`src/rtl/mac32_txn_tracker.sv`:
```
// Pairs MAC operand triples with their in-order results and retires {A,B,C,Result} on a valid/ready port.
// Optional stall watchdog enabled by defining MAC32_TRACK_TIMEOUT_EN.
module mac32_txn_tracker #(
  parameter int unsigned PARM_XLEN    = 32,
  parameter int unsigned PARM_DEPTH   = 8,
  parameter int unsigned PARM_TIMEOUT = 64
) (
  input  logic                          clk,
  input  logic                          rst_n,
  input  logic                          issue_valid_i,
  input  logic [PARM_XLEN-1:0]          A_i,
  input  logic [PARM_XLEN-1:0]          B_i,
  input  logic [PARM_XLEN-1:0]          C_i,
  input  logic                          res_valid_i,
  input  logic [PARM_XLEN-1:0]          Result_i,
  output logic                          txn_valid_o,
  input  logic                          txn_ready_i,
  output logic [PARM_XLEN-1:0]          txn_A_o,
  output logic [PARM_XLEN-1:0]          txn_B_o,
  output logic [PARM_XLEN-1:0]          txn_C_o,
  output logic [PARM_XLEN-1:0]          txn_result_o,
  output logic [$clog2(PARM_DEPTH):0]   count_o,
  output logic                          full_o,
  output logic                          overflow_err_o,
  output logic                          orphan_err_o,
  output logic                          timeout_err_o
);

  localparam int unsigned AW = $clog2(PARM_DEPTH);
  localparam int unsigned PW = AW + 1;

  logic [PARM_XLEN-1:0]  r_a   [PARM_DEPTH];
  logic [PARM_XLEN-1:0]  r_b   [PARM_DEPTH];
  logic [PARM_XLEN-1:0]  r_c   [PARM_DEPTH];
  logic [PARM_XLEN-1:0]  r_res [PARM_DEPTH];
  logic [PARM_DEPTH-1:0] r_done;
  logic [PW-1:0]         r_wr, r_cm, r_rd;
  logic                  r_ovf, r_orph;

  logic [PW-1:0] w_count;
  logic [AW-1:0] w_wr_idx, w_cm_idx, w_rd_idx;
  logic          w_full, w_pending, w_head_vld, w_out_en;
  logic          w_retire, w_issue, w_drop, w_complete, w_orphan;

  always_comb begin
    w_wr_idx   = r_wr[AW-1:0];
    w_cm_idx   = r_cm[AW-1:0];
    w_rd_idx   = r_rd[AW-1:0];
    w_count    = r_wr - r_rd;
    w_full     = (w_count == PW'(PARM_DEPTH));
    w_pending  = (r_cm != r_wr);
    w_head_vld = r_done[w_rd_idx] && (r_rd != r_cm);
    w_out_en   = rst_n && w_head_vld;
    w_retire   = w_out_en && txn_ready_i;
    // A retire frees the slot this cycle, so a full tracker can still accept an issue.
    w_issue    = issue_valid_i && (!w_full || w_retire);
    w_drop     = issue_valid_i && w_full && !w_retire;
    // Pointer compare is pre-update: a same-cycle issue cannot absorb this result.
    w_complete = res_valid_i && w_pending;
    w_orphan   = res_valid_i && !w_pending;
  end

  always_ff @(posedge clk) begin
    if (!rst_n) begin
      r_wr   <= '0;
      r_cm   <= '0;
      r_rd   <= '0;
      r_done <= '0;
      r_ovf  <= 1'b0;
      r_orph <= 1'b0;
    end else begin
      if (w_retire) begin
        r_done[w_rd_idx] <= 1'b0;
        r_rd             <= r_rd + PW'(1);
      end
      if (w_issue) begin
        r_a[w_wr_idx]    <= A_i;
        r_b[w_wr_idx]    <= B_i;
        r_c[w_wr_idx]    <= C_i;
        r_done[w_wr_idx] <= 1'b0;
        r_wr             <= r_wr + PW'(1);
      end
      if (w_complete) begin
        r_res[w_cm_idx]  <= Result_i;
        r_done[w_cm_idx] <= 1'b1;
        r_cm             <= r_cm + PW'(1);
      end
      if (w_drop)   r_ovf  <= 1'b1;
      if (w_orphan) r_orph <= 1'b1;
    end
  end

`ifdef MAC32_TRACK_TIMEOUT_EN
  localparam int unsigned TW = $clog2(PARM_TIMEOUT) + 1;

  logic [TW-1:0] r_wd;
  logic          r_tmo;

  always_ff @(posedge clk) begin
    if (!rst_n) begin
      r_wd  <= '0;
      r_tmo <= 1'b0;
    end else begin
      if (!w_pending || w_complete) begin
        r_wd <= '0;
      end else if (r_wd != TW'(PARM_TIMEOUT)) begin
        r_wd <= r_wd + TW'(1);
      end
      if (w_pending && !w_complete && (r_wd == TW'(PARM_TIMEOUT - 1))) begin
        r_tmo <= 1'b1;
      end
    end
  end

  assign timeout_err_o = rst_n && r_tmo;
`else
  assign timeout_err_o = 1'b0;
`endif

  // Outputs are held low while reset is asserted so the reset cycle itself shows nothing.
  assign txn_valid_o    = w_out_en;
  assign txn_A_o        = w_out_en ? r_a[w_rd_idx]   : '0;
  assign txn_B_o        = w_out_en ? r_b[w_rd_idx]   : '0;
  assign txn_C_o        = w_out_en ? r_c[w_rd_idx]   : '0;
  assign txn_result_o   = w_out_en ? r_res[w_rd_idx] : '0;
  assign count_o        = rst_n ? w_count : '0;
  assign full_o         = rst_n && w_full;
  assign overflow_err_o = rst_n && r_ovf;
  assign orphan_err_o   = rst_n && r_orph;

endmodule

```
`config.mk`:
```
export PLATFORM = sky130hd
export DESIGN_NAME = mac32_txn_tracker
export DESIGN_NICKNAME = d
export VERILOG_FILES = /design/src/rtl/mac32_txn_tracker.sv
export SDC_FILE = /design/constraint.sdc
export NUM_CORES = 1
export LEC_CHECK = 0
export BUFFER_PORTS_ARGS = -buffer_cell sky130_fd_sc_hd__buf_2
export CORE_MARGIN = 2
export CORE_UTILIZATION = 45
export DETAILED_ROUTE_END_ITERATION = 10
export SLEW_MARGIN = 20
export SYNTH_ARGS = -nofsm -noshare
export SYNTH_HDL_FRONTEND = slang
export SYNTH_SLANG_ARGS = --single-unit
export TNS_END_PERCENT = 30
```
`constraint.sdc`:
```
create_clock -name clk -period 35.7 [get_ports clk]
set_input_delay 1.785 -clock clk [delete_from_list [all_inputs] [get_ports clk]]
set_output_delay 1.785 -clock clk [all_outputs]
set_load 0.01 [all_outputs]
```
==> results of run 1 <==
==> layout make-up <==
type | instances | area share [%]
inverter | 8 | 0.0644
clock inverter | 60 | 1.40
timing repair buffer | 306 | 3.57
antenna | 10 | 0.0537
clock buffer | 131 | 5.94
sequential | 1049 | 67.1
multi-input combinational | 658 | 18.7
tap | 1165 | 3.13
==> placed cells by master, fill, tap and decap left out, drive strengths merged, types with 2 or more instances in the layout <==
cell	count
diode	10
clkinvlp	5
nand2b	5
nand2	23
nor4b	7
o41ai	2
nor2b	3
nor2	133
mux2i	134
clkinv	39
ha	6
mux4	258
o311a	3
clkbuf	131
a2bb2oi	3
o41a	2
nor3	5
xnor2	3
bufinv	12
nor3b	2
nor4	7
nand3	4
or4	4
dfxtp	25
xor2	12
edfxtp	1024
a31oi	3
buf	306
a21boi	3
a21oi	8
and2	16
inv	12
==> power breakdown <==
part	total [mW]	internal [mW]	switching (mW)	leakage [nW]
logic	0.103	0.0390	0.0639	3.65
registers	1.39	1.38	0.00944	9.45
clock network	1.09	0.637	0.450	1.66
==> routing by layer <==
metal	vias up	part of all wire, %	track usage, %
li1	8165	-	-
met1	10000	43	25.4
met2	494	50	30.8
met3	152	5.2	3.58
met4	18	2.3	5.40
met5	-	0.13	0
==> critical path, delay by kind of cell, from the launching register on <==
family / cells / cell delay, ns
buf+inv: 3 / 1.74
mux: 2 / 0.82
flops: 1 / 0.90
simple gates: 1 / 0.10
==> registers in the layout, summed over array words and instances, names as in the netlist, named ones only <==
signal  flops
r_a       256
r_b       256
r_c       256
r_res     256
r_done      8
r_cm        4
r_rd        4
r_wr        4
r_orph      1
r_ovf       1
==> Yosys cell counts (3+ instances only) <==
cell       count
xnor2_1        3
edfxtp_1    1024
nor4_1         6
nor3_1         5
a21oi_1        7
nand3_1        4
o311a_1        3
mux4_2       258
a2bb2oi_1      3
or4_1          3
nor2b_1        3
and2_1        16
mux2i_1      133
nand2b_1       5
xor2_1        12
buf_2         29
dfxtp_1       25
clkbuf_1      49
a31oi_1        3
nand2_1       22
buf_4         16
nor2_1       133
nor4b_1        7
inv_1          8
buf_6          3
ha_1           6
==> path summary, 6_finish.rpt <==
path	from	endpoint	slack (ns)	cells after the start
worst min register to register	r_done[7]	r_done[7]	0.49	2
worst max-delay path	flip-flop	txn_A_o[16]	29.62	6
worst min-delay path	r_done[7]	r_done[7]	0.49	2
worst max register to register	r_wr[0]	r_b[2][3]	31.03	10
==> cells by family (layout without fill, tap and decap cells) <==
| family | Yosys count | after routing |
|---|---|---|
| compound gates | 28 | 28 |
| xor+xnor | 15 | 15 |
| fa+ha+maj | 7 | 7 |
| buf+inv | 107 | 505 |
| flops | 1049 | 1049 |
| mux | 393 | 393 |
| other cells | 1 | 11 |
| simple gates | 214 | 214 |
==> metrics by stage <==
stage	instances	total power, mW	setup slack, ns	hold slack, ns	instance area (um2)
final	3387	2.58	29.62	0.489	46600
after global routing	3382	2.66	29.14	0.523	46600
after CTS	3376	2.61	29.34	0.490	46500
after detailed placement	3185	1.52	29.64	0.481	43100
after global placement	3185	1.51	29.77	0.476	43100
after floorplan	1814	1.48	22.22	0.451	40400
==> flow_summary.json, run 1 <==
{
  "slew_viol_final": 0,
  "n_fill_cell": 6966,
  "syn-num-nets": 1954,
  "synth_top_area_share_pct": 76.1,
  "synth_top_family_by_area": "multiplexers",
  "rsz0062_at_grt": "false",
  "grt_pass1_wl_mm": 129,
  "powerDensity_nw_per_um2": 55.3,
  "leakagePower_nw": 14.8,
  "crit_chain": "buf_4, buf_4, mux4_2, mux2i_1, nor2_1, buf_2",
  "arrival_ns": 4.29,
  "finalNetCount": 2269,
  "ctsResizeCount": 0,
  "cts_tree": "yes",
  "dp.final_hpwl_mm": 46.2,
  "synth_edf_count": 1024,
  "initial_core_util_pct": 45.6,
  "drcViolationCount": 0,
  "clockBufferDepth": 3,
  "cp_max_fo": 45,
  "syn_avg_cell_area_um2": 22.3,
  "start_kind": "flip-flop",
  "area_growth_pct": 15.3,
  "holdBufCountCts": 0,
  "cp_slowest_cell": "dfxtp_4",
  "drt_iter0_drc": 1351,
  "postCtsSetupRepairBufs": 0,
  "drt-total-wl_mm": 85.3,
  "clk_pin_slew_worst_paths_ns": 0.06,
  "die_h_um": 304,
  "fin_skew_ns": 0.0299,
  "synth_compound_area_share_pct": 0.625,
  "maxCapViolations": 0,
  "clock_latency_ns": 0.67,
  "setup_viol": 0,
  "port_buffers": 268,
  "slew_headroom_pct": 20.5,
  "async_flop_share_pct": 0,
  "max_freq_mhz": 165,
  "synth_top_area_cell": "edfxtp_1",
  "period_needed_ns": 6.08,
  "fp.dieArea_um2": 92200,
  "vias_per_cell": 5.57,
  "grt_max_degree": 156,
  "synth-simple-area-share_pct": 2.45,
  "post-route-util_pct": 52.6,
  "die_width_um": 304,
  "synth_seq_cells": 1049,
  "place_congestion": 0.712,
  "synth_fa_ha_area_share_pct": 0.235,
  "crit_path_end_kind": "output pin",
  "synth_flop_cell": "edfxtp_1",
  "ir_drop_v": 0.0000421,
  "ant_nets": 0,
  "vias": 18900,
  "io_pins": 270,
  "overflow": 0,
  "drtPass1Iterations": 5,
  "numCtsBuffers": 106,
  "coreArea_um2": 88600,
  "wire_per_inst_um": 25.2,
  "yosys-mux-area-fraction_pct": 17.8,
  "finalHoldViolCount": 0,
  "ys_seq_area_share_pct": 77.3,
  "antenna_found_initial": 20,
  "grt_pass1_vias": 20200,
  "worst_pin_slew_ns": 1.19,
  "drive_gt1_share_pct": 33.6,
  "syn-cell-area_um2": 40400,
  "ys_top_cells_by_area": "edfxtp_1 (76%), mux4_2 (14%), mux2i_1 (3.3%)",
  "regArea_um2": 31300,
  "synth_cell_types": 50,
  "fin_crit_sh_pct": 17.0,
  "num_rows": 109,
  "path_class": "flip-flop to output pin",
  "status": "complete, no violations",
  "clock_sinks": 1049,
  "yosys_warnings": 0,
  "tns_ns": 0,
  "htree_levels": 3,
  "grt_usage_pct": 18.6,
  "required_ns": 33.91,
  "crit_top_cell": "buf_4",
  "hold_class": "flip-flop to flip-flop",
  "crit_path_max_incr_delay_ns": 0.90,
  "synth_cells": 1814,
  "clockRootBuffer": "clkbuf_16",
  "synthXorXnorAreaFrac_pct": 0.325,
  "multiInputGateArea_um2": 8740
}
(Power assumes the default switching activity.)
==> run 2: changes to the inputs <==
Clock period 35.7 ns to 5.75 ns, I/O delays scaled along.
==> run 2 against run 1 <==
Effect of this change: clock power rose to 5.8 times the previous value; critical path depth rose by 3; non-clock buffer count rose by 131; final area rose by 2.6%; utilization rose by 1.4 points; first-iteration DRC count fell by 0.59%; critical path type is now flip-flop to flip-flop; largest power group unchanged; sequential share of layout area fell by 1.7 points; die area did not move; routed wire length rose by 0.70%; clock skew fell by 0.0094 ns; setup slack got worse by 28 ns; sequential cell count did not move.
==> flow_summary.json, run 2 (synthesis results as in run 1) <==
{
  "wire_per_inst_um": 24.5,
  "cts_tree": "yes",
  "vias_per_cell": 5.49,
  "antenna_found_initial": 8,
  "overflow": 0,
  "hold_class": "input port to flip-flop",
  "num_rows": 109,
  "rsz0062_at_grt": "false",
  "arrival_ns": 4.30,
  "hold_ws_ns": 0.182,
  "drtPass1Iterations": 5,
  "place_congestion": 0.769,
  "worst_pin_slew_ns": 1.12,
  "setup_viol": 0,
  "grt_pass1_wl_mm": 131,
  "cp_max_fo": 50,
  "fin_skew_ns": 0.0205,
  "clock_sinks": 1049,
  "required_ns": 6.06,
  "grt_usage_pct": 18.7,
  "fin_crit_sh_pct": 69.3,
  "path_class": "flip-flop to flip-flop",
  "grt_pass1_vias": 21000,
  "die_width_um": 304,
  "placed_area_um2": 43300,
  "clockBufferDepth": 3,
  "vias": 19300,
  "start_kind": "flip-flop",
  "n_fill_cell": 6876,
  "p_total_mw": 15.7,
  "area_growth_pct": 18.3,
  "dp.final_hpwl_mm": 47.7,
  "drive_gt1_share_pct": 31.5,
  "layout_setup_ws_ns": 1.76,
  "leakagePower_nw": 15.3,
  "ant_nets": 0,
  "port_buffers": 268,
  "dp_slack_ns": 1.70,
  "status": "complete, no violations",
  "layout_common_cells": "edfxtp_1 (1024), buf_2 (268), mux4_2 (258)",
  "ir_drop_v": 0.000252,
  "drcViolationCount": 0,
  "initial_core_util_pct": 45.6,
  "slew_headroom_pct": 24.9,
  "postCtsSetupRepairBufs": 0,
  "drt_iter0_drc": 1343,
  "finalHoldViolCount": 0,
  "final_common_cell": "edfxtp_1",
  "period_needed_ns": 3.99,
  "crit_path_end_kind": "flip-flop",
  "clk_pin_slew_worst_paths_ns": 0.06,
  "finalNetCount": 2399,
  "maxCapViolations": 0,
  "clock_latency_ns": 0.66,
  "coreArea_um2": 88600,
  "io_pins": 270,
  "ctsResizeCount": 0,
  "fp.dieArea_um2": 92200,
  "numCtsBuffers": 105,
  "max_freq_mhz": 251,
  "powerDensity_nw_per_um2": 328,
  "stdcell_area_um2": 47800,
  "slew_viol_final": 0,
  "die_h_um": 304,
  "clockRootBuffer": "clkbuf_16",
  "grt_max_degree": 97,
  "holdBufCountCts": 130,
  "htree_levels": 3,
  "drt-total-wl_mm": 85.9
}
[run 2: cell types whose count changed in the layout (fill, tap and decap cells not counted), moves of 4 or more]
| cell | previous run | this run |
|---|---|---|
| dlygate4sd3_1 | 0 | 130 |
| buf_12 | 3 | 14 |
| buf_4 | 35 | 25 |
| bufinv_16 | 12 | 4 |
| diode_2 | 10 | 4 |
| clkinv_1 | 17 | 22 |
| clkinv_2 | 17 | 22 |
| nor4b_2 | 6 | 2 |
| nor4b_4 | 0 | 4 |
[run 2: layout make-up]
class | instances | area (um2) | share of cell area (%)
well taps | 1165 | 1460 | 3.05
clock inverters | 59 | 439 | 0.918
clock buffers | 131 | 2750 | 5.74
inverters | 8 | 30.0 | 0.0628
flip-flops and latches | 1049 | 31300 | 65.4
repair buffers | 437 | 3110 | 6.50
diodes | 4 | 10.0 | 0.0209
multi-input cells | 658 | 8770 | 18.3
[run 2: path summary, 6_finish.rpt]
kind | startpoint | end | slack, ns | cells after the start
min reg2reg | r_done[7] | r_done[7] | 0.51 | 2
min | rst_n | r_cm[2] | 0.18 | 3
max | r_wr[0] | r_a[3][7] | 1.76 | 9
max reg2reg | r_wr[0] | r_a[3][7] | 1.76 | 9
[run 2: metal layers]
metal	vias to the layer above	share of wire [%]	GRT usage, %
met5	-	0.048	0
met4	6	2.5	5.67
met3	140	4.7	3.00
met2	484	51	32.1
met1	10200	42	24.8
li1	8418	-	-
[run 2: through the flow]
stage | setup TNS (ns) | utilization, % | instances
finish | 0 | 54.0 | 3511
global route | 0 | 53.9 | 3510
detailed placement | 0 | 48.9 | 3187
CTS | 0 | 53.9 | 3507
global placement | 0 | 48.8 | 3185
floorplan | -727.58 | - | 1814
[run 2: worst max-delay path: stages, from the launching register on]
cell and delay, ns:
dfxtp_1 0.66, inv_1 0.30, ha_1 0.29, inv_1 0.07, fa_1 0.17, xor2_1 0.27
nor4_4 0.12, a21boi_4 0.43, and2_4 0.85, buf_4 0.45
[run 2: report_power, final]
group	internal [mW]	total, mW	switching (mW)	leakage, nW
Clock	3.57	6.33	2.77	1.56
Sequential	8.56	8.62	0.0600	9.45
Combinational	0.304	0.726	0.423	4.25
Total	12.4	15.7	3.25	15.3
